<file path="config.mk">
export PLATFORM = sky130hd
export DESIGN_NAME = even_parity_serial_tx
export DESIGN_NICKNAME = d
export VERILOG_FILES = /design/src/rtl/even_parity_serial_tx.sv
export SDC_FILE = /design/constraint.sdc
export NUM_CORES = 1
export LEC_CHECK = 0
export BUFFER_PORTS_ARGS = -buffer_cell sky130_fd_sc_hd__clkbuf_2
export CAP_MARGIN = 20
export CORE_UTILIZATION = 35
export CTS_CLUSTER_DIAMETER = 150
export DETAILED_ROUTE_END_ITERATION = 10
export MAX_ROUTING_LAYER = met4
export RECOVER_POWER = 25
export SKIP_CTS_REPAIR_TIMING = 1
export SLEW_MARGIN = 20
export SYNTH_ARGS = -nofsm -noshare
export SYNTH_HDL_FRONTEND = slang
export SYNTH_SLANG_ARGS = --single-unit
</file>
<file path="constraint.sdc">
create_clock -name clk -period 2.45 [get_ports clk]
set_clock_uncertainty 0.1 [all_clocks]
set_input_delay 0.1225 -clock clk [delete_from_list [all_inputs] [get_ports clk]]
set_output_delay 0.1225 -clock clk [all_outputs]
set_load 0.005 [all_outputs]
</file>
<file path="src/rtl/even_parity_serial_tx.sv">
// Framed serial transmitter: accepts a parallel word, sends start, data (LSB first),
// even-parity and stop bits, each held CLKS_PER_BIT clocks.
module even_parity_serial_tx #(
    parameter int DATA_W       = 4,
    parameter int CLKS_PER_BIT = 4
) (
    input  logic              clk,
    input  logic              rst_n,
    input  logic              in_valid,
    input  logic [DATA_W-1:0] in_data,
    output logic              in_ready,
    output logic              tx_out,
    output logic              busy,
    output logic              parity_bit,
    output logic              frame_done
);

    localparam int CNT_W = (CLKS_PER_BIT > 1) ? $clog2(CLKS_PER_BIT) : 1;
    localparam int BIT_W = (DATA_W > 1) ? $clog2(DATA_W) : 1;
    localparam logic [CNT_W-1:0] CNT_LAST = CNT_W'(CLKS_PER_BIT - 1);
    localparam logic [BIT_W-1:0] BIT_LAST = BIT_W'(DATA_W - 1);

    typedef enum logic [2:0] {
        S_IDLE,
        S_START,
        S_DATA,
        S_PARITY,
        S_STOP
    } state_t;

    state_t            state_q, state_d;
    logic [CNT_W-1:0]  clk_cnt_q, clk_cnt_d;
    logic [BIT_W-1:0]  bit_cnt_q, bit_cnt_d;
    logic [DATA_W-1:0] shift_q, shift_d;
    logic              parity_q, parity_d;
    logic              tx_q, tx_d;
    logic              busy_q, busy_d;
    logic              frame_done_q, frame_done_d;
    logic              bit_end;

    always_ff @(posedge clk or negedge rst_n) begin
        if (!rst_n) begin
            state_q      <= S_IDLE;
            clk_cnt_q    <= '0;
            bit_cnt_q    <= '0;
            shift_q      <= '0;
            parity_q     <= 1'b0;
            tx_q         <= 1'b1;
            busy_q       <= 1'b0;
            frame_done_q <= 1'b0;
        end else begin
            state_q      <= state_d;
            clk_cnt_q    <= clk_cnt_d;
            bit_cnt_q    <= bit_cnt_d;
            shift_q      <= shift_d;
            parity_q     <= parity_d;
            tx_q         <= tx_d;
            busy_q       <= busy_d;
            frame_done_q <= frame_done_d;
        end
    end

    // tx_d always carries the level of the bit the next state will present,
    // so the line is registered yet changes exactly on bit boundaries.
    always_comb begin
        state_d   = state_q;
        clk_cnt_d = clk_cnt_q;
        bit_cnt_d = bit_cnt_q;
        shift_d   = shift_q;
        parity_d  = parity_q;
        tx_d      = tx_q;
        bit_end   = (clk_cnt_q == CNT_LAST);

        case (state_q)
            S_IDLE: begin
                tx_d = 1'b1;
                if (in_valid) begin
                    shift_d   = in_data;
                    parity_d  = ^in_data;
                    state_d   = S_START;
                    tx_d      = 1'b0;
                    clk_cnt_d = '0;
                    bit_cnt_d = '0;
                end
            end
            S_START: begin
                if (bit_end) begin
                    clk_cnt_d = '0;
                    state_d   = S_DATA;
                    tx_d      = shift_q[0];
                end else begin
                    clk_cnt_d = clk_cnt_q + CNT_W'(1);
                end
            end
            S_DATA: begin
                if (bit_end) begin
                    clk_cnt_d = '0;
                    shift_d   = shift_q >> 1;
                    if (bit_cnt_q == BIT_LAST) begin
                        bit_cnt_d = '0;
                        state_d   = S_PARITY;
                        tx_d      = parity_q;
                    end else begin
                        bit_cnt_d = bit_cnt_q + BIT_W'(1);
                        tx_d      = shift_d[0];
                    end
                end else begin
                    clk_cnt_d = clk_cnt_q + CNT_W'(1);
                end
            end
            S_PARITY: begin
                if (bit_end) begin
                    clk_cnt_d = '0;
                    state_d   = S_STOP;
                    tx_d      = 1'b1;
                end else begin
                    clk_cnt_d = clk_cnt_q + CNT_W'(1);
                end
            end
            S_STOP: begin
                if (bit_end) begin
                    clk_cnt_d = '0;
                    state_d   = S_IDLE;
                    tx_d      = 1'b1;
                end else begin
                    clk_cnt_d = clk_cnt_q + CNT_W'(1);
                end
            end
            default: begin
                state_d   = S_IDLE;
                clk_cnt_d = '0;
                bit_cnt_d = '0;
                tx_d      = 1'b1;
            end
        endcase

        // Pulse is registered, so it is raised on entry to the final stop cycle.
        frame_done_d = (state_d == S_STOP) && (clk_cnt_d == CNT_LAST);
        busy_d       = (state_d != S_IDLE);
    end

    assign in_ready   = (state_q == S_IDLE);
    assign tx_out     = tx_q;
    assign busy       = busy_q;
    assign parity_bit = parity_q;
    assign frame_done = frame_done_q;

endmodule

</file>
==> flow_metrics.tcl <==
set metrics [dict create \
    drc_errors 0 \
    port-buffer-count 11 \
    worstSetupEndpointType "register" \
    hold_viol 0 \
    fmax_mhz 518 \
    hold-worst-slack_ns 0.0314 \
    crit_buf_inv 0 \
    area_growth_pct 14.0 \
    ant_nets 0 \
    avgSynthCellArea_um2 10.9 \
    grt_pass1_wl_um 2810 \
    rows 17 \
    synth.top_cell.area_share_pct 40.8 \
    leakagePower_nw 0.417 \
    drtPass1Iterations 4 \
    synthCells 79 \
    cts-buffers-inserted 3 \
    worst-r2r-setup-slack_ns 0.52 \
    clkSlewWorstSetupHoldPaths_ns 0.09 \
    synth_area_leaders "dfrtp_1 (41%), mux2_2 (12%), ha_1 (4.4%), xnor2_1 (4.1%), dfstp_2 (3.1%)" \
    dieArea_um2 2650 \
    synth_edf_count 0 \
    tns_ns 0 \
    num_vias 640 \
    syn_area_um2 858 \
    synthArstFlopShare_pct 100 \
    clk_path_buf_depth 2 \
    grt_use_total_pct 15.1 \
    max_slew.worst_pin.slew_ns 0.863 \
    power_density_nw_per_um2 1220 \
    arrival_ns 2.06 \
    slowest_delay_ns 0.58 \
    critPathSlowestCell "or4b_1" \
    dpl.hpwl_um 1230 \
    fin_util_pct 43.4 \
    cp_data_required_time_ns 2.58 \
    yosys_warnings 0 \
    start_kind "register" \
    routed_via_density 5.29 \
    synth_fp_nets 89 \
    crit_family "simple AND/OR/NAND/NOR gates" \
    cp_max_fo 7 \
    hold_class "in2reg" \
    synth.yosys.seq_area_share_pct 43.9 \
    drv_cap 0 \
    drt_wl_total_um 1710 \
    synth_seq_cells 15 \
    antenna_found_initial 0 \
    grt-ovfl-total 0 \
    drt_iter0_drc 7 \
    drive_above_1_share_pct 30.1 \
    yosysUniqueCellTypes 32 \
    grt_pass1_vias 617 \
    gp_congestion 0.732 \
    clock-root-buffer "clkbuf_4" \
    period_share_pct 78.8 \
    fin_crit_ns 1.93 \
    grt_max_degree 17 \
    place_ws_ns 0.553 \
    start_util_pct 38.1 \
    ys.flop_type "dfrtp_1" \
    synth_common_cells "dfrtp_1 (14), mux2_2 (9), nor2_1 (5), xnor2_1 (4)" \
    crit_chain "ha_1, or4b_1, o211ai_2, mux2_2" \
    final-max-slew-violation-count 0 \
    die_y_um 51.5 \
    insertion_delay_ns 0.29 \
    vdd_drop_max_uv 514 \
    synth_most_common_cell "dfrtp_1" \
    core_um2 2250 \
    htreeDepth 1 \
    nets 104 \
    wl_per_cell_um 14.1 \
    worst-setup-path-type "reg2reg" \
    ios 12 \
    diodes 0 \
    die_x_um 51.5 \
    maxSlewHeadroom_pct 42.5 \
    status "finished clean" \
    setup_viol 0 \
    rsz0062_at_grt "no" \
    cts_tree "done" \
    yosysTopAreaCell "dfrtp_1" \
    cts.sinks 15 \
    fin_ws_ns 0.520 \
]
==> cells in the final DEF, fill, tap and decap left out, types with 3 or more instances in the layout <==
| cell | netlist | final |
|---|---|---|
| xnor2_1 | 4 | 4 |
| dfrtp_1 | 14 | 14 |
| nor2_1 | 5 | 5 |
| inv_1 | 3 | 3 |
| nand2_1 | 3 | 3 |
| mux2_2 | 9 | 9 |
| clkbuf_4 | 0 | 3 |
| ha_1 | 3 | 3 |
| o21ai_0 | 3 | 3 |
| a21oi_1 | 3 | 3 |
| a32oi_1 | 3 | 3 |
| clkbuf_2 | 0 | 10 |
==> stage by stage <==
| stage | area (um2) | total power (W) | cells |
|---|---|---|---|
| after floorplan | 858 | 0.000899 | 79 |
| after global placement | 943 | 0.00103 | 116 |
| after detailed placement | 943 | 0.00105 | 116 |
| after CTS | 970 | 0.00120 | 120 |
| after global routing | 978 | 0.00129 | 121 |
| final | 978 | 0.00119 | 121 |
==> worst paths after layout <==
path                                   end  cells after the start    startpoint
worst max-delay path                tx_out                      4  clk_cnt_q[0]
worst min-delay path            parity_bit                      2      in_valid
worst max register to register      tx_out                      4  clk_cnt_q[0]
worst min register to register  shift_q[2]                      1    shift_q[2]
max in group asynchronous       shift_q[0]                      2         rst_n
min in group asynchronous             busy                      2         rst_n
==> power by group <==
part           switching [W]  internal [W]  total, W
sequential          0.000144      0.000368  0.000512
combinational       0.000238      0.000294  0.000532
clock              0.0000818     0.0000633  0.000145
==> layer usage <==
layer	GRT usage [%]	vias to the layer above	routed length, um
met3	6.43	2	95
met4	2.70	0	7
met5	-	-	0
met1	19.7	300	869
met2	22.1	15	736
li1	-	323	-
==> final cells by class <==
cell class / instances / area, um2
timing repair buffer: 13 / 71.3
tap: 28 / 35.0
clock buffer: 4 / 26.3
inverter: 3 / 11.3
fill: 227 / 1280
multi-input combinational: 58 / 458
sequential: 15 / 377
==> cell families after synthesis <==
| family | count (synthesis) | share of synthesized area [%] |
|---|---|---|
| mux | 10 | 13.0 |
| buf+inv | 6 | 2.77 |
| compound gates | 18 | 15.2 |
| flops | 15 | 43.9 |
| xor+xnor | 4 | 4.08 |
| fa+ha+maj | 3 | 4.37 |
| simple gates | 23 | 16.8 |
==> worst reg2reg max path: stages, from the launching register on <==
cell and delay, ns:
dfrtp_1 0.44, ha_1 0.31, or4b_1 0.58, o211ai_2 0.09
mux2_2 0.35
==> state kept, by name, summed over array words and instances (netlist names) <==
name / count
shift_q: 4
clk_cnt_q: 2
bit_cnt_q: 2
frame_done: 1
state_q: 3
busy: 1
parity_bit: 1
tx_out: 1
No activity file was read; power rests on OpenSTA's default activity.
